==> config.mk <==
export PLATFORM = sky130hd
export DESIGN_NAME = puf_sampler
export DESIGN_NICKNAME = d
export VERILOG_FILES = /design/src/rtl/puf_pkg.sv /design/src/rtl/puf_sync.sv /design/src/rtl/puf_sampler.sv
export SDC_FILE = /design/constraint.sdc
export NUM_CORES = 1
export LEC_CHECK = 0
export BUFFER_PORTS_ARGS = -buffer_cell sky130_fd_sc_hd__buf_2
export CAP_MARGIN = 20
export CORE_MARGIN = 5
export CORE_UTILIZATION = 63
export DETAILED_ROUTE_END_ITERATION = 8
export PLACE_DENSITY = 0.84
export SLEW_MARGIN = 5
export SYNTH_ARGS = -nofsm -noshare
export SYNTH_HDL_FRONTEND = slang
export SYNTH_SLANG_ARGS = --single-unit
==> constraint.sdc <==
create_clock -name clk -period 7.3 [get_ports clk]
set_input_delay 2.19 -clock clk [delete_from_list [all_inputs] [get_ports clk]]
set_output_delay 2.19 -clock clk [all_outputs]
set_load 0.02 [all_outputs]
==> src/rtl/puf_pkg.sv <==
// Shared types, width helper and default sizing for the PUF sampling slice.
package puf_pkg;

    typedef enum logic [1:0] {
        S_IDLE = 2'd0,
        S_PRST = 2'd1,
        S_RUN  = 2'd2,
        S_DONE = 2'd3
    } state_t;

    localparam int unsigned DEF_N_PUF      = 32'd8;
    localparam int unsigned DEF_N_EVAL     = 32'd15;
    localparam int unsigned DEF_RESET_CYC  = 32'd4;
    localparam int unsigned DEF_SETTLE_CYC = 32'd16;

    // Bits needed to count 0..max_val-1; never narrower than one bit.
    function automatic int unsigned cnt_width(input int unsigned max_val);
        if (max_val <= 32'd1) begin
            cnt_width = 32'd1;
        end else begin
            cnt_width = $clog2(max_val);
        end
    endfunction

endpackage

==> src/rtl/puf_sync.sv <==
// Two-flop synchronizer for the asynchronous PUF cell outputs.
module puf_sync #(
    parameter int unsigned WIDTH = 8
) (
    input  logic             clk,
    input  logic             reset,
    input  logic [WIDTH-1:0] d,
    output logic [WIDTH-1:0] q
);

    logic [WIDTH-1:0] meta_r;
    logic [WIDTH-1:0] sync_r;

    // Metastability capture stage followed by the stable stage.
    always_ff @(posedge clk) begin
        if (reset) begin
            meta_r <= {WIDTH{1'b0}};
            sync_r <= {WIDTH{1'b0}};
        end else begin
            meta_r <= d;
            sync_r <= meta_r;
        end
    end

    assign q = sync_r;

endmodule

==> src/rtl/puf_sampler.sv <==
// Sequences reset/start of a PUF cell array, samples N_EVAL evaluations and
// produces a majority-voted response with per-bit instability flags.
module puf_sampler
    import puf_pkg::*;
#(
    parameter int unsigned N_PUF      = DEF_N_PUF,
    parameter int unsigned N_EVAL     = DEF_N_EVAL,
    parameter int unsigned RESET_CYC  = DEF_RESET_CYC,
    parameter int unsigned SETTLE_CYC = DEF_SETTLE_CYC
) (
    input  logic             clk,
    input  logic             reset,
    input  logic             req,
    input  logic [N_PUF-1:0] puf_out,
    output logic             puf_start,
    output logic             puf_reset,
    output logic             busy,
    output logic             resp_valid,
    output logic [N_PUF-1:0] resp,
    output logic [N_PUF-1:0] unstable
);

    localparam int unsigned PH_MAX = (RESET_CYC > SETTLE_CYC) ? RESET_CYC : SETTLE_CYC;
    localparam int unsigned PH_W   = cnt_width(PH_MAX);
    localparam int unsigned EV_W   = cnt_width(N_EVAL);
    localparam int unsigned CNT_W  = cnt_width(N_EVAL + 32'd1);

    localparam logic [PH_W-1:0]  PRST_LAST = PH_W'(RESET_CYC - 32'd1);
    localparam logic [PH_W-1:0]  RUN_LAST  = PH_W'(SETTLE_CYC - 32'd1);
    localparam logic [PH_W-1:0]  PH_ONE    = PH_W'(32'd1);
    localparam logic [EV_W-1:0]  EV_LAST   = EV_W'(N_EVAL - 32'd1);
    localparam logic [EV_W-1:0]  EV_ONE    = EV_W'(32'd1);
    localparam logic [CNT_W-1:0] CNT_HALF  = CNT_W'(N_EVAL / 32'd2);
    localparam logic [CNT_W-1:0] CNT_FULL  = CNT_W'(N_EVAL);
    localparam logic [CNT_W-1:0] CNT_ZERO  = CNT_W'(32'd0);

    state_t           state_r;
    state_t           state_next_s;
    logic [PH_W-1:0]  phase_r;
    logic [EV_W-1:0]  eval_r;
    logic [CNT_W-1:0] count_r [N_PUF];
    logic [N_PUF-1:0] sync_s;
    logic             start_meas_s;
    logic             sample_s;
    logic [N_PUF-1:0] resp_next_s;
    logic [N_PUF-1:0] unstable_next_s;

    logic             puf_start_r;
    logic             puf_reset_r;
    logic             busy_r;
    logic             resp_valid_r;
    logic [N_PUF-1:0] resp_r;
    logic [N_PUF-1:0] unstable_r;

    puf_sync #(.WIDTH(N_PUF)) u_sync (
        .clk   (clk),
        .reset (reset),
        .d     (puf_out),
        .q     (sync_s)
    );

    // Next-state decode for the evaluation sequencer.
    always_comb begin
        state_next_s = state_r;
        start_meas_s = 1'b0;
        sample_s     = 1'b0;
        case (state_r)
            S_IDLE: begin
                if (req) begin
                    state_next_s = S_PRST;
                    start_meas_s = 1'b1;
                end else begin
                    state_next_s = S_IDLE;
                end
            end
            S_PRST: begin
                if (phase_r == PRST_LAST) begin
                    state_next_s = S_RUN;
                end else begin
                    state_next_s = S_PRST;
                end
            end
            S_RUN: begin
                if (phase_r == RUN_LAST) begin
                    sample_s = 1'b1;
                    if (eval_r == EV_LAST) begin
                        state_next_s = S_DONE;
                    end else begin
                        state_next_s = S_PRST;
                    end
                end else begin
                    state_next_s = S_RUN;
                end
            end
            S_DONE:  state_next_s = S_IDLE;
            default: state_next_s = S_IDLE;
        endcase
    end

    // Majority vote and disagreement flags from the accumulated counts.
    always_comb begin
        resp_next_s     = {N_PUF{1'b0}};
        unstable_next_s = {N_PUF{1'b0}};
        for (int i = 0; i < int'(N_PUF); i++) begin
            resp_next_s[i]     = (count_r[i] > CNT_HALF);
            unstable_next_s[i] = (count_r[i] != CNT_ZERO) && (count_r[i] != CNT_FULL);
        end
    end

    // State, phase and evaluation counters; phase restarts on every state change.
    always_ff @(posedge clk) begin
        if (reset) begin
            state_r <= S_IDLE;
            phase_r <= {PH_W{1'b0}};
            eval_r  <= {EV_W{1'b0}};
        end else begin
            state_r <= state_next_s;
            if ((state_r == S_IDLE) || (state_next_s != state_r)) begin
                phase_r <= {PH_W{1'b0}};
            end else begin
                phase_r <= phase_r + PH_ONE;
            end
            if (start_meas_s) begin
                eval_r <= {EV_W{1'b0}};
            end else if (sample_s && (eval_r != EV_LAST)) begin
                eval_r <= eval_r + EV_ONE;
            end else begin
                eval_r <= eval_r;
            end
        end
    end

    // Per-cell ones counters, updated from the synchronizer in the last RUN cycle.
    always_ff @(posedge clk) begin
        for (int i = 0; i < int'(N_PUF); i++) begin
            if (reset || start_meas_s) begin
                count_r[i] <= CNT_ZERO;
            end else if (sample_s) begin
                count_r[i] <= count_r[i] + CNT_W'(sync_s[i]);
            end else begin
                count_r[i] <= count_r[i];
            end
        end
    end

    // Registered outputs; busy trails the state by one cycle so it drops with resp_valid.
    always_ff @(posedge clk) begin
        if (reset) begin
            puf_reset_r  <= 1'b1;
            puf_start_r  <= 1'b0;
            busy_r       <= 1'b0;
            resp_valid_r <= 1'b0;
            resp_r       <= {N_PUF{1'b0}};
            unstable_r   <= {N_PUF{1'b0}};
        end else begin
            puf_reset_r  <= (state_next_s != S_RUN);
            puf_start_r  <= (state_next_s == S_RUN);
            busy_r       <= (state_r == S_PRST) || (state_r == S_RUN);
            resp_valid_r <= (state_r == S_DONE);
            if (state_r == S_DONE) begin
                resp_r     <= resp_next_s;
                unstable_r <= unstable_next_s;
            end else begin
                resp_r     <= resp_r;
                unstable_r <= unstable_r;
            end
        end
    end

    assign puf_start  = puf_start_r;
    assign puf_reset  = puf_reset_r;
    assign busy       = busy_r;
    assign resp_valid = resp_valid_r;
    assign resp       = resp_r;
    assign unstable   = unstable_r;

endmodule
-- After elaboration in Yosys (flattened, before gate mapping)
Memories as Yosys holds them, arrays and structs flattened.
Cells that the tools add are included.
Widths: inputs -> output; s select.
- $add $sub $neg: 10
- $lt $le $gt $ge: 8
- eq/ne operators: 18
- multiplexer cells: 33
- bitwise logic cells: 16
- reductions and logical operators: 23
- operator list (operator ; number):
    $mux 4 ; 16
    $ne 4x4->1 const B ; 9
    $add 4x1->4 ; 8
    $gt 4x3->1 const B ; 8
    $reduce_bool 4->1 ; 8
    $or 1x1->1 ; 16
    $mux 1 ; 13
    $logic_and 1x1->1 ; 9
    $add 4x1->4 const B ; 2
    $eq 4x4->1 const B ; 2
    $pmux 2 s4 ; 1
    $eq 2x2->1 const B ; 3
    $mux 2 ; 3
    $eq 4x2->1 const B ; 1
    $reduce_or 2->1 ; 2
    $logic_or 1x1->1 ; 3
    $eq 2x1->1 const B ; 1
    $logic_not 2->1 ; 1
    $ne 2x2->1 ; 1
    $ne 2x2->1 const B ; 1
- register bits: 46
- RAM bits: 32
- bits of input ports: 11
- output and inout port bits: 20
- memories: 1
- memory list (name ; words ; width ; read ports ; clocked after memory_dff ; write ports ; line ; text):
    count_r ; 8 ; 4 ; 8 ; 0 ; 8 ; puf_sampler.sv:41 ; logic [CNT_W-1:0] count_r [N_PUF];

-- Longest topological paths before layout
- depth after elaboration: 8
- depth in mapped cells: 7
- gate-level depth less buffers: 6

-- Modules after synthesis
Synthesis repeated with hierarchy kept, for this count alone.
- cells, all modules: 300
- area, all modules: 3435.8 sq um
- modules (own cells, without submodules) (module ; instances ; cells an instance ; area an instance (sq um) ; seq. area each (sq um)):
    puf_sampler ; 1 ; 267 ; 2971.6 ; 1561.5
    puf_sync ; 1 ; 33 ; 464.2 ; 320.3

-- Least setup slack after synthesis
No wires, ideal clock.
- path type: in2reg
- start: in req
- end: mem count_r[0][0] in the netlist's numbering (enable)
- arrival time: 3.319 ns
- path slack: 3.503 ns
- stages on the path: 3
- cells stage by stage: a21oi_1 > clkbuf_1 > nand2_1
- RTL lines (element ; line ; text):
    start: declaration ; puf_sampler.sv:13 ; input logic req,
    end: declaration ; puf_sampler.sv:41 ;

==> results by group <==
Run status
  – Status: complete, no violations

Clocking
  – Clk buf depth: 2
  – Clock root cell: clkbuf_8
  – CTS Hold Bufs: 0
  – Worst-Skew Late Latency: approximately 0.34 ns
  – CTS tree: yes
  – Number of H-tree levels: 3
  – Clock-pin slew on the worst setup and hold paths: ~0.070 ns
  – Post-CTS sizing: 0
  – Postcts setup bufs: 0
  – Number of CTS-inserted buffers: 9
  – CTS Sinks: 78

Logic synthesis
  – Async SR Flop Fraction: 0%
  – Synth cell types: 29
  – Synth warnings: 0
  – Synth top cells by count: 46 x dfxtp_1, 32 x edfxtp_1, 30 x nor2_1, 23 x ha_1, 21 x nand3_1
  – Synth area leader: edfxtp_1
  – Syn avg cell area: approximately 11 um2
  – Post-synth top flop: dfxtp_1
  – FF+latch count, synth: 78
  – Main area contributors after synthesis: edfxtp_1 29%, dfxtp_1 28%, ha_1 8.7%, nor2_1 3.4%, nor2b_1 3.4%
  – Synth top area share: between 20% and 30%
  – Synthesized instance count: slightly below 300
  – Post-synthesis net count: approximately 330
  – Sequential area share after synthesis: between 50% and 60%
  – Most used standard cell by instance count after synthesis: dfxtp_1
  – Post-synth EDFFs: 32
  – Synthesized cell area: 3320 um2

Pwr
  – Sw Share: 20.1%
  – LEAKAGE: about 1.6 nW
  – Total internal power: around 0.00071 W
  – Seq pwr share: approximately 54%
  – Clk pwr share: between 40% and 50%
  – Sw power: ~0.00018 W
  – Comb power frac: 4.2%
  – Max IR drop VDD: around 0.18 mV
  – Pwr dens: 237 nW/um2

Setup path
  – Reg2reg start: state_r[0]
  – WP data required: 7.30 ns
  – R2R Path End: count_r[0][2]
  – Worst-path maximum fanout: 40
  – CP delay by family, top: buffers and inverters
  – Most frequent CP cell: buf_4
  – Flop2flop setup slack: between 5 and 6 ns
  – Setup crit end kind: flip-flop
  – Arr. time, crit path: between 3 and 4 ns
  – Startpoint type of the worst setup path: input pin
  – Slowest CP cell: buf_2
  – Worst Setup Path Type: input pin to flip-flop
  – FF-to-FF path depth: 5
  – Critical path buffer and inverter count: 3
  – Crit-path cells: buf_2 -> a21oi_1 -> buf_4 -> nand2_1 -> buf_4
  – Slowest cell delay on critical path: around 0.54 ns

Place
  – DP HPWL: around 3700 um
  – Number of port buffers: 30
  – Routability cong.: 0.804

Die
  – Initial core utilization: approximately 65%
  – I/O pins: 31
  – Core area: a little over 5000 um2
  – Die area: between 6000 and 7000 um2
  – Row count: 26
  – Die W: 82.6 um
  – Die Height: ~83 um

Cells and area
  – Fillers: around 370
  – Layout cells sized above 1: 13.9%
  – Area Overhead vs Synth: 13.4%
  – Antenna Cells: 0
  – Final #Nets: 360

Timing
  – Pins Over Slew Limit: 0
  – Worst hold slack: 0.444 ns
  – Unrepaired setup endpoints after global routing: false
  – TNS Setup: 0 ns
  – Post-route clock period utilization: between 40% and 50%
  – Final Setup Violations: 0
  – Crit path time final: 3.50 ns
  – Final Hold Viols: 0
  – Clock skew: 0.00707 ns
  – Relative slew slack: between 30% and 40%
  – Max Clock Freq: 286 MHz
  – Worst slew pin tran: 1.03 ns

Drt
  – DR pass1 iterations: 4
  – Total wire length: 5660 um
  – Avg Vias per Cell: between 5 and 6
  – Vias: between 2000 and 2500
  – DRC Markers: 0
  – Routed Antenna Nets: 0
  – Routed len/inst: ~14 um
  – Initial DRC Count: 180

GRT
  – Most Used Layer, Global Route: met2
  – GRT overflow: 0
  – Grt met2 use: 30.0%
  – Met3 GRT Util: ~5.3%
  – First-pass GRT wire length: around 9500 um
  – Largest net degree at the start of global routing: 41
  – Number of global-route vias before repair: approximately 2100
  – Met1 Use GR: 23.5%
  – Total track usage: a little under a fifth
  – Initial antenna violation count: 0

Hold path
  – Hold Crit Class: flip-flop to flip-flop
  – Hold Path Stages: 1
  – Worst Hold Launch: u_sync.meta_r[7]
  – Worst Hold Endpoint: u_sync.q[7]

Flow run
  – Max Cap Viol: 0
cell type report:
type	instances	area [um2]	share of cell area [%]
Multi-Input combinational cell	201	1390	36.8
Timing Repair Buffer	32	165	4.39
Sequential cell	78	1880	50.0
Inverter	4	15.0	0.399
Clock inverter	4	95.1	2.52
Tap cell	70	87.6	2.33
Clock buffer	12	135	3.59
placed cells by master (no fill, tap or decap):
cell	n
a211oi_1	2
buf_2	30
o21a_1	1
nor2b_1	18
or3b_1	1
nand4_1	9
xor2_1	12
dfxtp_1	46
and3_1	15
clkbuf_1	3
ha_1	23
mux2_2	1
nand3b_1	1
nand2b_1	9
o2bb2ai_1	1
nand2_1	6
clkinv_2	1
xnor2_1	10
mux2i_1	9
nor3_1	6
bufinv_16	3
edfxtp_1	32
inv_1	4
buf_4	2
or4_1	8
nand3_1	21
nor2_1	30
nor4bb_1	1
clkbuf_8	9
a21oi_1	11
and4_1	2
and2_1	4
metrics by stage:
step                      area, um2  setup slack (ns)  utilization [%]  instances  power, W
after floorplan                3320              3.50                -        293  0.000515
after CTS                      3770              3.80             73.7        401  0.000902
after global routing           3770              3.65             73.7        401  0.000930
after detailed placement       3540              3.44             69.2        385  0.000530
final                          3770              3.80             73.7        401  0.000893
after global placement         3540              3.48             69.2        385  0.000527
power by group through the flow:
stage / clock network [W] / registers, W / logic, W
finish: 0.000373 / 0.000482 / 0.0000378
global route: 0.000403 / 0.000484 / 0.0000431
CTS: 0.000381 / 0.000482 / 0.0000380
detailed placement: 0 / 0.000492 / 0.0000376
global placement: 0 / 0.000491 / 0.0000367
floorplan: 0 / 0.000489 / 0.0000269
logic make-up after synthesis:
group / share of synthesized area (%)
and+or+nand+nor: 21.6
DFF: 56.6
adders and majority gates: 8.66
xor gates and xnor gates: 5.80
AOI/OAI and AO/OA: 2.60
buffers and inverters: 1.62
muxes: 3.05
how the worst max path moves through the flow:
stage	startpoint	end	slack [ns]	depth (start not counted)
after CTS	reset	count_r[0][2]	3.80	5
after detailed placement	reset	count_r[1][2]	3.44	5
after floorplan	req	count_r[0][0]	3.50	3
after global routing	reset	count_r[1][6]	3.65	5
final	reset	count_r[1][1]	3.80	5
after global placement	reset	count_r[2][2]	3.48	5
flip-flops by register name, indices dropped and copies added (netlist names):
signal / count
puf_reset: 1
phase_r: 4
eval_r: 4
state_r: 2
u_sync.meta_r: 8
u_sync.q: 8
unstable: 8
resp_valid: 1
count_r: 32
resp: 8
busy: 1
puf_start: 1
metal layers:
| metal | wire [um] | up-vias |
|---|---|---|
| met5 | 0 | - |
| met4 | 121 | 0 |
| met3 | 251 | 11 |
| met2 | 2810 | 45 |
| met1 | 2470 | 1047 |
| li1 | - | 1102 |
Power figures use the tool's default switching activity.
